File: config.mk
export PLATFORM = sky130hd
export DESIGN_NAME = sr_seq_ctrl_flat
export DESIGN_NICKNAME = d
export VERILOG_FILES = /design/src/rtl/sr_seq_ctrl_if.sv /design/src/rtl/sr_seq_ctrl.sv /design/src/flat_wrapper.sv
export SDC_FILE = /design/constraint.sdc
export NUM_CORES = 1
export LEC_CHECK = 0
export ABC_AREA = 1
export BUFFER_PORTS_ARGS = -buffer_cell sky130_fd_sc_hd__buf_4
export CAP_MARGIN = 15
export CORE_MARGIN = 5
export CORE_UTILIZATION = 40
export DETAILED_ROUTE_END_ITERATION = 12
export PLACE_DENSITY_LB_ADDON = 0.1
export SLEW_MARGIN = 20
export SYNTH_ARGS = -nofsm -noshare
export SYNTH_HDL_FRONTEND = slang
export SYNTH_SLANG_ARGS = --single-unit
File: constraint.sdc
create_clock -name clk -period 1.4 [get_ports clk]
set_input_delay 0.21 -clock clk [delete_from_list [all_inputs] [get_ports clk]]
set_output_delay 0.21 -clock clk [all_outputs]
set_load 0.05 [all_outputs]
File: src/rtl/sr_seq_ctrl_if.sv
// Host/detector-side signal bundle for sr_seq_ctrl.
// Latency: none, wires only.
// Backpressure: in_valid/in_ready handshake; results are strobed and never stalled.
interface sr_seq_ctrl_if #(
  parameter int DATA_W = 8,
  parameter int CNT_W  = 8
);
  logic              in_valid;
  logic [DATA_W-1:0] in_data;
  logic              in_ready;
  logic              sr_din;
  logic              sr_match;
  logic              busy;
  logic              res_valid;
  logic              res_match;
  logic [DATA_W-1:0] res_data;
  logic [CNT_W-1:0]  hit_cnt;
  logic [CNT_W-1:0]  byte_cnt;
  logic              clr_cnt;

  // Host and detector model side.
  modport master (
    output in_valid, in_data, sr_match, clr_cnt,
    input  in_ready, sr_din, busy, res_valid, res_match, res_data, hit_cnt, byte_cnt
  );

  // Controller side.
  modport slave (
    input  in_valid, in_data, sr_match, clr_cnt,
    output in_ready, sr_din, busy, res_valid, res_match, res_data, hit_cnt, byte_cnt
  );
endinterface

File: src/rtl/sr_seq_ctrl.sv
// Serialises accepted bytes MSB-first into the sequence detector and reports its match flag.
// Latency: result sampled DATA_W+MATCH_LAT edges after accept, strobed the following cycle.
// Backpressure: in_ready only in IDLE; one byte in flight, GAP idle cycles between bytes.
module sr_seq_ctrl #(
  parameter int DATA_W    = 8,
  parameter int MATCH_LAT = 2,
  parameter int GAP       = 4,
  parameter int CNT_W     = 8
) (
  input  logic         clk,
  input  logic         rst,
  sr_seq_ctrl_if.slave bus
);

  localparam int IDX_W = (DATA_W > 1)    ? $clog2(DATA_W)    : 1;
  localparam int LAT_W = (MATCH_LAT > 1) ? $clog2(MATCH_LAT) : 1;
  localparam int GAP_W = (GAP > 1)       ? $clog2(GAP)       : 1;

  localparam logic [IDX_W-1:0] IDX_INIT = IDX_W'(DATA_W - 1);
  localparam logic [LAT_W-1:0] LAT_INIT = LAT_W'(MATCH_LAT - 1);
  localparam logic [GAP_W-1:0] GAP_INIT = GAP_W'((GAP > 0) ? GAP - 1 : 0);
  localparam bit               HAS_GAP  = (GAP > 0);

  typedef enum logic [1:0] {
    ST_IDLE  = 2'd0,
    ST_SHIFT = 2'd1,
    ST_CHECK = 2'd2,
    ST_GAP   = 2'd3
  } state_t;

  state_t            state_q, state_d;
  logic [DATA_W-1:0] data_q;
  logic [IDX_W-1:0]  idx_q;
  logic [IDX_W-1:0]  idx_dec;
  logic [LAT_W-1:0]  lat_q;
  logic [GAP_W-1:0]  gap_q;
  logic              sr_din_q;
  logic              res_valid_q;
  logic              res_match_q;
  logic [DATA_W-1:0] res_data_q;
  logic [CNT_W-1:0]  hit_cnt_q;
  logic [CNT_W-1:0]  byte_cnt_q;
  logic              in_ready_c;
  logic              busy_c;
  logic              sample;

  assign idx_dec = idx_q - 1'b1;

  // The match flag is taken on the last edge of CHECK; this also drives the counters.
  assign sample = (state_q == ST_CHECK) && (lat_q == '0);

  // State register; reset aborts any byte in flight on the same edge.
  always_ff @(posedge clk) begin
    if (rst) state_q <= ST_IDLE;
    else     state_q <= state_d;
  end

  // Next-state decode.
  always_comb begin
    state_d = state_q;
    case (state_q)
      ST_IDLE:  if (bus.in_valid) state_d = ST_SHIFT;
      ST_SHIFT: if (idx_q == '0)  state_d = ST_CHECK;
      ST_CHECK: if (lat_q == '0)  state_d = HAS_GAP ? ST_GAP : ST_IDLE;
      ST_GAP:   if (gap_q == '0)  state_d = ST_IDLE;
      default:                    state_d = ST_IDLE;
    endcase
  end

  // Handshake/status outputs decoded purely from the state register.
  always_comb begin
    in_ready_c = (state_q == ST_IDLE);
    busy_c     = (state_q != ST_IDLE);
  end

  // Datapath: byte capture, serial bit register, latency/gap counters and result hold.
  always_ff @(posedge clk) begin
    if (rst) begin
      data_q      <= '0;
      idx_q       <= '0;
      lat_q       <= '0;
      gap_q       <= '0;
      sr_din_q    <= 1'b0;
      res_valid_q <= 1'b0;
      res_match_q <= 1'b0;
      res_data_q  <= '0;
    end else begin
      res_valid_q <= 1'b0;
      case (state_q)
        ST_IDLE: begin
          if (bus.in_valid) begin
            data_q   <= bus.in_data;
            idx_q    <= IDX_INIT;
            // MSB goes out during the cycle right after the accept edge.
            sr_din_q <= bus.in_data[DATA_W-1];
          end
        end
        ST_SHIFT: begin
          if (idx_q == '0) begin
            // Zero fill after the last bit cannot complete a pattern ending in ones.
            sr_din_q <= 1'b0;
            lat_q    <= LAT_INIT;
          end else begin
            idx_q    <= idx_dec;
            sr_din_q <= data_q[idx_dec];
          end
        end
        ST_CHECK: begin
          if (lat_q == '0) begin
            res_valid_q <= 1'b1;
            res_match_q <= bus.sr_match;
            res_data_q  <= data_q;
            gap_q       <= GAP_INIT;
          end else begin
            lat_q <= lat_q - 1'b1;
          end
        end
        ST_GAP: begin
          if (gap_q != '0) gap_q <= gap_q - 1'b1;
        end
        default: sr_din_q <= 1'b0;
      endcase
    end
  end

  // Counters: byte count wraps, hit count saturates; a clear beats a same-edge increment.
  always_ff @(posedge clk) begin
    if (rst || bus.clr_cnt) begin
      hit_cnt_q  <= '0;
      byte_cnt_q <= '0;
    end else if (sample) begin
      byte_cnt_q <= byte_cnt_q + 1'b1;
      if (bus.sr_match && !(&hit_cnt_q)) hit_cnt_q <= hit_cnt_q + 1'b1;
    end
  end

  assign bus.in_ready  = in_ready_c;
  assign bus.busy      = busy_c;
  assign bus.sr_din    = sr_din_q;
  assign bus.res_valid = res_valid_q;
  assign bus.res_match = res_match_q;
  assign bus.res_data  = res_data_q;
  assign bus.hit_cnt   = hit_cnt_q;
  assign bus.byte_cnt  = byte_cnt_q;

endmodule

File: src/flat_wrapper.sv
// flat-port wrapper written by rule: the top's interface ports become plain ports
module sr_seq_ctrl_flat 
#(
  parameter int DATA_W    = 8,
  parameter int MATCH_LAT = 2,
  parameter int GAP       = 4,
  parameter int CNT_W     = 8
)
  (clk, rst, bus_in_valid, bus_in_data, bus_sr_match, bus_clr_cnt, bus_in_ready, bus_sr_din, bus_busy, bus_res_valid, bus_res_match, bus_res_data, bus_hit_cnt, bus_byte_cnt);
  sr_seq_ctrl_if #(.DATA_W(DATA_W), .CNT_W(CNT_W)) bus_i ();
  input  logic clk;
  input  logic rst;
  input wire logic [$bits(bus_i.in_valid)-1:0] bus_in_valid;
  input wire logic [$bits(bus_i.in_data)-1:0] bus_in_data;
  input wire logic [$bits(bus_i.sr_match)-1:0] bus_sr_match;
  input wire logic [$bits(bus_i.clr_cnt)-1:0] bus_clr_cnt;
  output wire logic [$bits(bus_i.in_ready)-1:0] bus_in_ready;
  output wire logic [$bits(bus_i.sr_din)-1:0] bus_sr_din;
  output wire logic [$bits(bus_i.busy)-1:0] bus_busy;
  output wire logic [$bits(bus_i.res_valid)-1:0] bus_res_valid;
  output wire logic [$bits(bus_i.res_match)-1:0] bus_res_match;
  output wire logic [$bits(bus_i.res_data)-1:0] bus_res_data;
  output wire logic [$bits(bus_i.hit_cnt)-1:0] bus_hit_cnt;
  output wire logic [$bits(bus_i.byte_cnt)-1:0] bus_byte_cnt;
  assign bus_i.in_valid = bus_in_valid;
  assign bus_i.in_data = bus_in_data;
  assign bus_i.sr_match = bus_sr_match;
  assign bus_i.clr_cnt = bus_clr_cnt;
  assign bus_in_ready = bus_i.in_ready;
  assign bus_sr_din = bus_i.sr_din;
  assign bus_busy = bus_i.busy;
  assign bus_res_valid = bus_i.res_valid;
  assign bus_res_match = bus_i.res_match;
  assign bus_res_data = bus_i.res_data;
  assign bus_hit_cnt = bus_i.hit_cnt;
  assign bus_byte_cnt = bus_i.byte_cnt;
  sr_seq_ctrl #(.DATA_W(DATA_W), .MATCH_LAT(MATCH_LAT), .GAP(GAP), .CNT_W(CNT_W)) u_core (.clk(clk), .rst(rst), .bus(bus_i));
endmodule
==> run summary, run 1 <==
1st-pass router iterations -> 4
CTS tree -> done
fill count -> 514
Yosys cell types -> 29
final design utilization -> 56.3%
via count -> 1940
Post-route DRC -> 0
Starting Density -> 40.5%
Worst Setup Start Kind -> register
slew of the pin with the lowest slew margin -> 349 ps
Buf/Inv on CP -> 2
Synth Flop Type -> dfxtp_1
Starting DRT DRC Count -> 67
DP HPWL -> 3.48 mm
Syn Std Cell Area -> 0.00204 mm²
routed wire length -> 4.67 mm
P per Cell Area -> 1880 mW/mm²
kind of critical path -> reg -> reg
Longest Clk Path Bufs -> 2
Synth top area share -> 42.1%
maximum VDD drop -> 1.04 mV
grt met2 use -> 21.7%
clock latency on the worst-skew pair -> 300 ps
mux contribution to synthesized area -> 0%
H-tree depth -> 2
Final min period -> 1370 ps
max-cap violation count -> 0
Area Growth Syn to Fin -> 38.8%
Rows -> 26
Adder-Cell Fraction of Synth Area -> 6.74%
count of final hold-check violations -> 0
vias in the first global route -> 1769
FFs w/ async S/R, synth -> 0%
crit-path cells -> inv_4, ha_4, nand2_4, inv_4, nand2_4, a31oi_4, nand2_1, a21oi_2
max_slew headroom -> 76.6%
total track usage -> 15.4%
Reg2Reg Depth -> 8
fin. max-slew vios -> 0
RSZ-0062 raised after global routing -> yes
layout cells sized above 1 -> 33.6%
clock skew -> 8.12 ps
Peak Freq -> 0.731 GHz
Avg Inst Size Synth -> 7.38 µm²
arrival time at the worst endpoint -> 1590 ps
DRT antenna net count -> 0
full die area -> 0.00664 mm²
status -> finished, final reports clean
met3 usage -> 3.95%
cell count of the worst hold path -> 2
CP max FO -> 7
core area -> 0.00504 mm²
simple logic cell fraction of the synthesized area -> 23.0%
Ys Warns -> 0
top cells by area, synth -> dfxtp_1 42%, nand2_1 9.7%, a21oi_1 8.3%
# setup viols final -> 0
PortBufs -> 41
post-synthesis register bit count -> 43
Final Power -> 0.00533 W
sequential fraction of the synthesis area -> 42.1%
Post-synth top cells -> 53 x nand2_1, 43 x dfxtp_1, 39 x inv_1
Slowest-stage cell, CP -> dfxtp_4
Ant. Diodes -> 0
num ports -> 42
wire per inst -> 11.3 µm
CTS Buf Count -> 5
most instantiated library cell after synthesis -> nand2_1
Fin Setup TNS -> 0 ps
Final #Nets -> 365
Crit path required time -> 1620 ps
pin count of the biggest net entering global routing -> 21
Die W -> 81.5 µm
Cell Count, Final, Fillers Out -> 412
Post-CTS Hold Fix Bufs -> 0
grt ovf -> 0
Tcrit/Tclk final -> 97.7%
largest family of logic cells by synthesized area -> simple AND/OR/NAND/NOR gates
first-pass GRT wire length -> 8.05 mm
worst hold path class -> in -> reg
cell taking the most area after synthesis -> dfxtp_1
GR peak layer -> met1
initial antenna violation count -> 0
CP endpoint kind -> register
Syn Inst Count -> 277
syn_nets -> 301
XOR/XNOR Fraction of Synth Area -> 1.29%
LEAKAGE -> 1.26 nW
final RePlAce weighted congestion -> 0.814
slowest stage delay, CP -> 360 ps
placed cell count -> 399
Via density -> 4.71
CP Depth -> 8
M1 GR Usage -> 22.9%
Clock Sinks -> 43
Crit path max-delay family -> compound AO/OA/AOI/OAI gates
EDFF count, synth -> 0
die span in y -> 81.5 µm
root buf cell -> clkbuf_8
post-synthesis compound-gate area fraction -> 17.9%
CTS clk-pin slew, worst paths -> 90 ps
## power breakdown
group / total [W] / switching, W / internal (W)
registers: 0.00167 / 0.000151 / 0.00152
clock network: 0.000804 / 0.000448 / 0.000357
logic: 0.00286 / 0.00171 / 0.00115
total: 0.00533 / 0.00231 / 0.00302
## registers in the layout (all words and copies together), names as in the netlist
| name | cells |
|---|---|
| u_core.data_q | 8 |
| u_core.bus.sr_din | 1 |
| u_core.bus.res_match | 1 |
| u_core.bus.res_data | 8 |
| u_core.bus.hit_cnt | 8 |
| u_core.bus.res_valid | 1 |
| u_core.gap_q | 2 |
| u_core.idx_q | 3 |
| u_core.state_q | 2 |
| u_core.lat_q | 1 |
| u_core.bus.byte_cnt | 8 |
## cells in the final DEF (no fill, tap or decap), types with 2 or more instances in the layout
cell       n
ha_1       3
inv_4      2
ha_4       5
nand2_4    3
nor2_2     2
clkbuf_8   5
clkinv_4   2
dfxtp_2   11
nand3_1   10
xor2_1     2
o21ai_0   19
a21oi_2    4
nand3b_1   2
nand2_2    5
nand4_1    5
o21ai_1    9
a21oi_1   30
dfxtp_1   31
buf_12     3
ha_2       3
nor2_1    24
a31oi_1    3
nand2_1   49
buf_4     58
inv_1     33
inv_2      5
## path summary, 6_finish.rpt
check / start / slack (ps) / endpoint
worst max-delay path: u_core.state_q[0] / 30 / u_core.bus.hit_cnt[5]
worst max register to register: u_core.state_q[0] / 30 / u_core.bus.hit_cnt[5]
worst min-delay path: bus_clr_cnt / 70 / u_core.bus.byte_cnt[2]
worst min register to register: u_core.data_q[2] / 480 / u_core.bus.res_data[2]
## routing by layer
layer | vias to the layer above | wire length (µm)
met5 | - | 0
met4 | 0 | 57
met3 | 5 | 236
met2 | 34 | 1990
met1 | 870 | 2390
li1 | 1031 | -
## through the flow
step | worst slack [ps] | cell area, µm² | hold WS, ps
after floorplan | 1.01 | 2080 | 279
after global placement | -31.8 | 2610 | 398
after detailed placement | -130 | 2610 | 397
after CTS | 2.68 | 2720 | 69.0
after global routing | -93.8 | 2840 | 69.7
final | 32.6 | 2840 | 75.0
## cell families after synthesis
kind of cell / Yosys count
adder cells (fa/ha/maj): 11
AO/OA/AOI/OAI: 68
XOR/XNOR: 3
flip-flops: 43
buffers and inverters: 46
AND/OR/NAND/NOR: 106
## worst register-to-register path, cell delays in order (launching register included)
cell	delay, ps
dfxtp_4	360
inv_4	80
ha_4	150
nand2_4	70
inv_4	80
nand2_4	60
a31oi_4	270
nand2_1	110
a21oi_2	110
## area by class of cell
class                           instances  area [µm²]  share of cell area, %
Multi-Input combinational cell        188        1110                   39.2
Sequential cell                        43         878                   31.0
Tap cell                               70        87.6                   3.09
Inverter                               41         159                   5.60
Clock buffer                            5        68.8                   2.43
Timing Repair Buffer                   62         507                   17.9
Clock inverter                          3        25.0                  0.882
## what timing repair did
item	CTS	global route
resized for setup	9	32
setup buffers	0	5
endpoints found under the hold margin	0	0
setup endpoints to repair	14	21
pin swaps	1	16
(Power assumes the default switching activity.)
==> inputs of run 2 (changes only) <==
GPL_TIMING_DRIVEN = 0   (was default)
==> run summary, run 2 (synthesized netlist as in run 1, its figures left out) <==
Tcrit/Tclk final -> 98.5% (+0.83 points)
full die area -> 0.00664 mm² (unchanged)
fill count -> 499 (-2.9%)
num ports -> 42 (unchanged)
vias in the first global route -> 1766 (-0.17%)
Longest Clk Path Bufs -> 2 (unchanged)
worst slack, placed -> -233 ps (-103 ps)
H-tree depth -> 2 (unchanged)
Cell Area, Placed -> 0.00248 mm² (-4.9%)
Die W -> 81.5 µm (unchanged)
Peak Freq -> 0.725 GHz (-0.84%)
CTS clk-pin slew, worst paths -> 80 ps (about the same)
DRT antenna net count -> 0 (unchanged)
max_slew headroom -> 70.7% (-5.9 points)
cell area after layout -> 0.00281 mm² (-0.97%)
1st-pass router iterations -> 4 (unchanged)
final RePlAce weighted congestion -> 0.825 (+1.4%)
final design utilization -> 55.7% (-0.55 points)
kind of critical path -> reg -> reg
arrival time at the worst endpoint -> 1590 ps (about the same)
Clock Sinks -> 43 (unchanged)
CTS tree -> done
Starting DRT DRC Count -> 76 (+13%)
Fin Setup TNS -> 0 ps (unchanged)
Worst Setup Start Kind -> register
clock share of power -> 14.2% (-0.9 points)
via count -> 1937 (-0.15%)
CP endpoint kind -> register
Post-route DRC -> 0 (unchanged)
fin. max-slew vios -> 0 (unchanged)
max-cap violation count -> 0 (unchanged)
# setup viols final -> 0 (unchanged)
CTS Buf Count -> 5 (unchanged)
Starting Density -> 40.5% (unchanged)
Ant. Diodes -> 0 (unchanged)
Final min period -> 1380 ps (+11.6 ps)
routed wire length -> 4.85 mm (+3.9%)
clock latency on the worst-skew pair -> 290 ps (about the same)
Via density -> 4.75 (+0.82%)
die span in y -> 81.5 µm (unchanged)
LEAKAGE -> 1.25 nW (-0.32%)
first-pass GRT wire length -> 7.94 mm (-1.5%)
placed cell count -> 388 (-2.8%)
initial antenna violation count -> 0 (unchanged)
maximum VDD drop -> 1.01 mV (-2.9%)
Comb power frac -> 54.3% (+0.6 points)
Final #Nets -> 361 (-1.1%)
commonest non-fill, non-tap cell in the layout -> buf_4
RSZ-0062 raised after global routing -> yes
Crit path required time -> 1610 ps (about the same)
worst hold path class -> in -> reg
P per Cell Area -> 1910 mW/mm² (+1.5%)
wire per inst -> 11.9 µm (+4.9%)
Area Growth Syn to Fin -> 37.5%
pin count of the biggest net entering global routing -> 14 (-33%)
part of the power in registers -> 31.5% (+0.2 points)
Final Worst Setup Slack -> 21.0 ps (-11.6 ps)
Rows -> 26 (unchanged)
PortBufs -> 41 (unchanged)
DP HPWL -> 3.42 mm (-1.6%)
core area -> 0.00504 mm² (unchanged)
most frequent cells in the layout -> 52 x buf_4, 50 x nand2_1, 35 x inv_1
count of final hold-check violations -> 0 (unchanged)
grt ovf -> 0 (unchanged)
layout cells sized above 1 -> 30.8% (-2.9 points)
total track usage -> 15.5% (+0.13 points)
root buf cell -> clkbuf_8
net switching power -> 0.00238 W (+2.9%)
Sw Share -> 44.3% (+1.0 points)
slew of the pin with the lowest slew margin -> 439 ps (+89.7 ps)
status -> finished, final reports clean
clock skew -> 6.06 ps (-2.05 ps)
Cell Count, Final, Fillers Out -> 408 (-0.97%)
CP max FO -> 7 (unchanged)
P_int -> 0.00298 W (-1.3%)
-- run 2: area by class of cell --
class                           instances  area, µm²  area share (%)
Clock inverter                          3       15.0           0.535
Inverter                               41        169            6.01
Tap cell                               70       87.6            3.12
Multi-Input combinational cell        188       1150            40.8
Sequential cell                        43        882            31.4
Buffer                                  5       38.8            1.38
Clock buffer                            5       68.8            2.45
Timing Repair Buffer                   53        402            14.3
-- run 2: timing repair --
action,in CTS,in global routing
setup endpoints to repair,39,23
gates resized for setup,21,30
buffers inserted,4,8
pin swaps,3,15
hold buffers,0,0
-- run 2: critical path, cell delays in order, from the launching register on --
cell and delay [ps]:
dfxtp_4 360, inv_4 70, ha_4 160, nand2_8 80, inv_8 70, nand2_4 60
a31oi_4 260, nand2_1 90, a21oi_1 130
-- run 2: through the flow --
step                power (W)  hold WS [ps]
detailed placement    0.00400           405
finish                0.00536           101
global route          0.00577          86.5
global placement      0.00398           398
floorplan             0.00341           279
CTS                   0.00501          88.0
-- run 2: power by group through the flow --
stage          combinational [W]  clock, W  sequential [W]
2_1_floorplan            0.00135         0         0.00206
3_3_place_gp             0.00228         0         0.00169
3_5_place_dp             0.00230         0         0.00170
4_1_cts                  0.00252  0.000800         0.00168
5_1_grt                  0.00317  0.000871         0.00173
6_report                 0.00291  0.000760         0.00169
-- run 2: worst paths after layout --
kind	startpoint	slack, ps	end	cells after the start
max	u_core.state_q[0]	20	u_core.bus.hit_cnt[5]	8
max reg2reg	u_core.state_q[0]	20	u_core.bus.hit_cnt[5]	8
min reg2reg	u_core.bus.res_match	470	u_core.bus.res_match	2
min	bus_clr_cnt	100	u_core.bus.byte_cnt[2]	2
-- run 2: metal layers --
layer | routed length, µm | up-vias | track usage, %
li1 | - | 1025 | -
met1 | 2320 | 870 | 20.5
met2 | 2230 | 38 | 23.8
met3 | 259 | 4 | 4.50
met4 | 39 | 0 | 5.91
met5 | 0 | - | 0
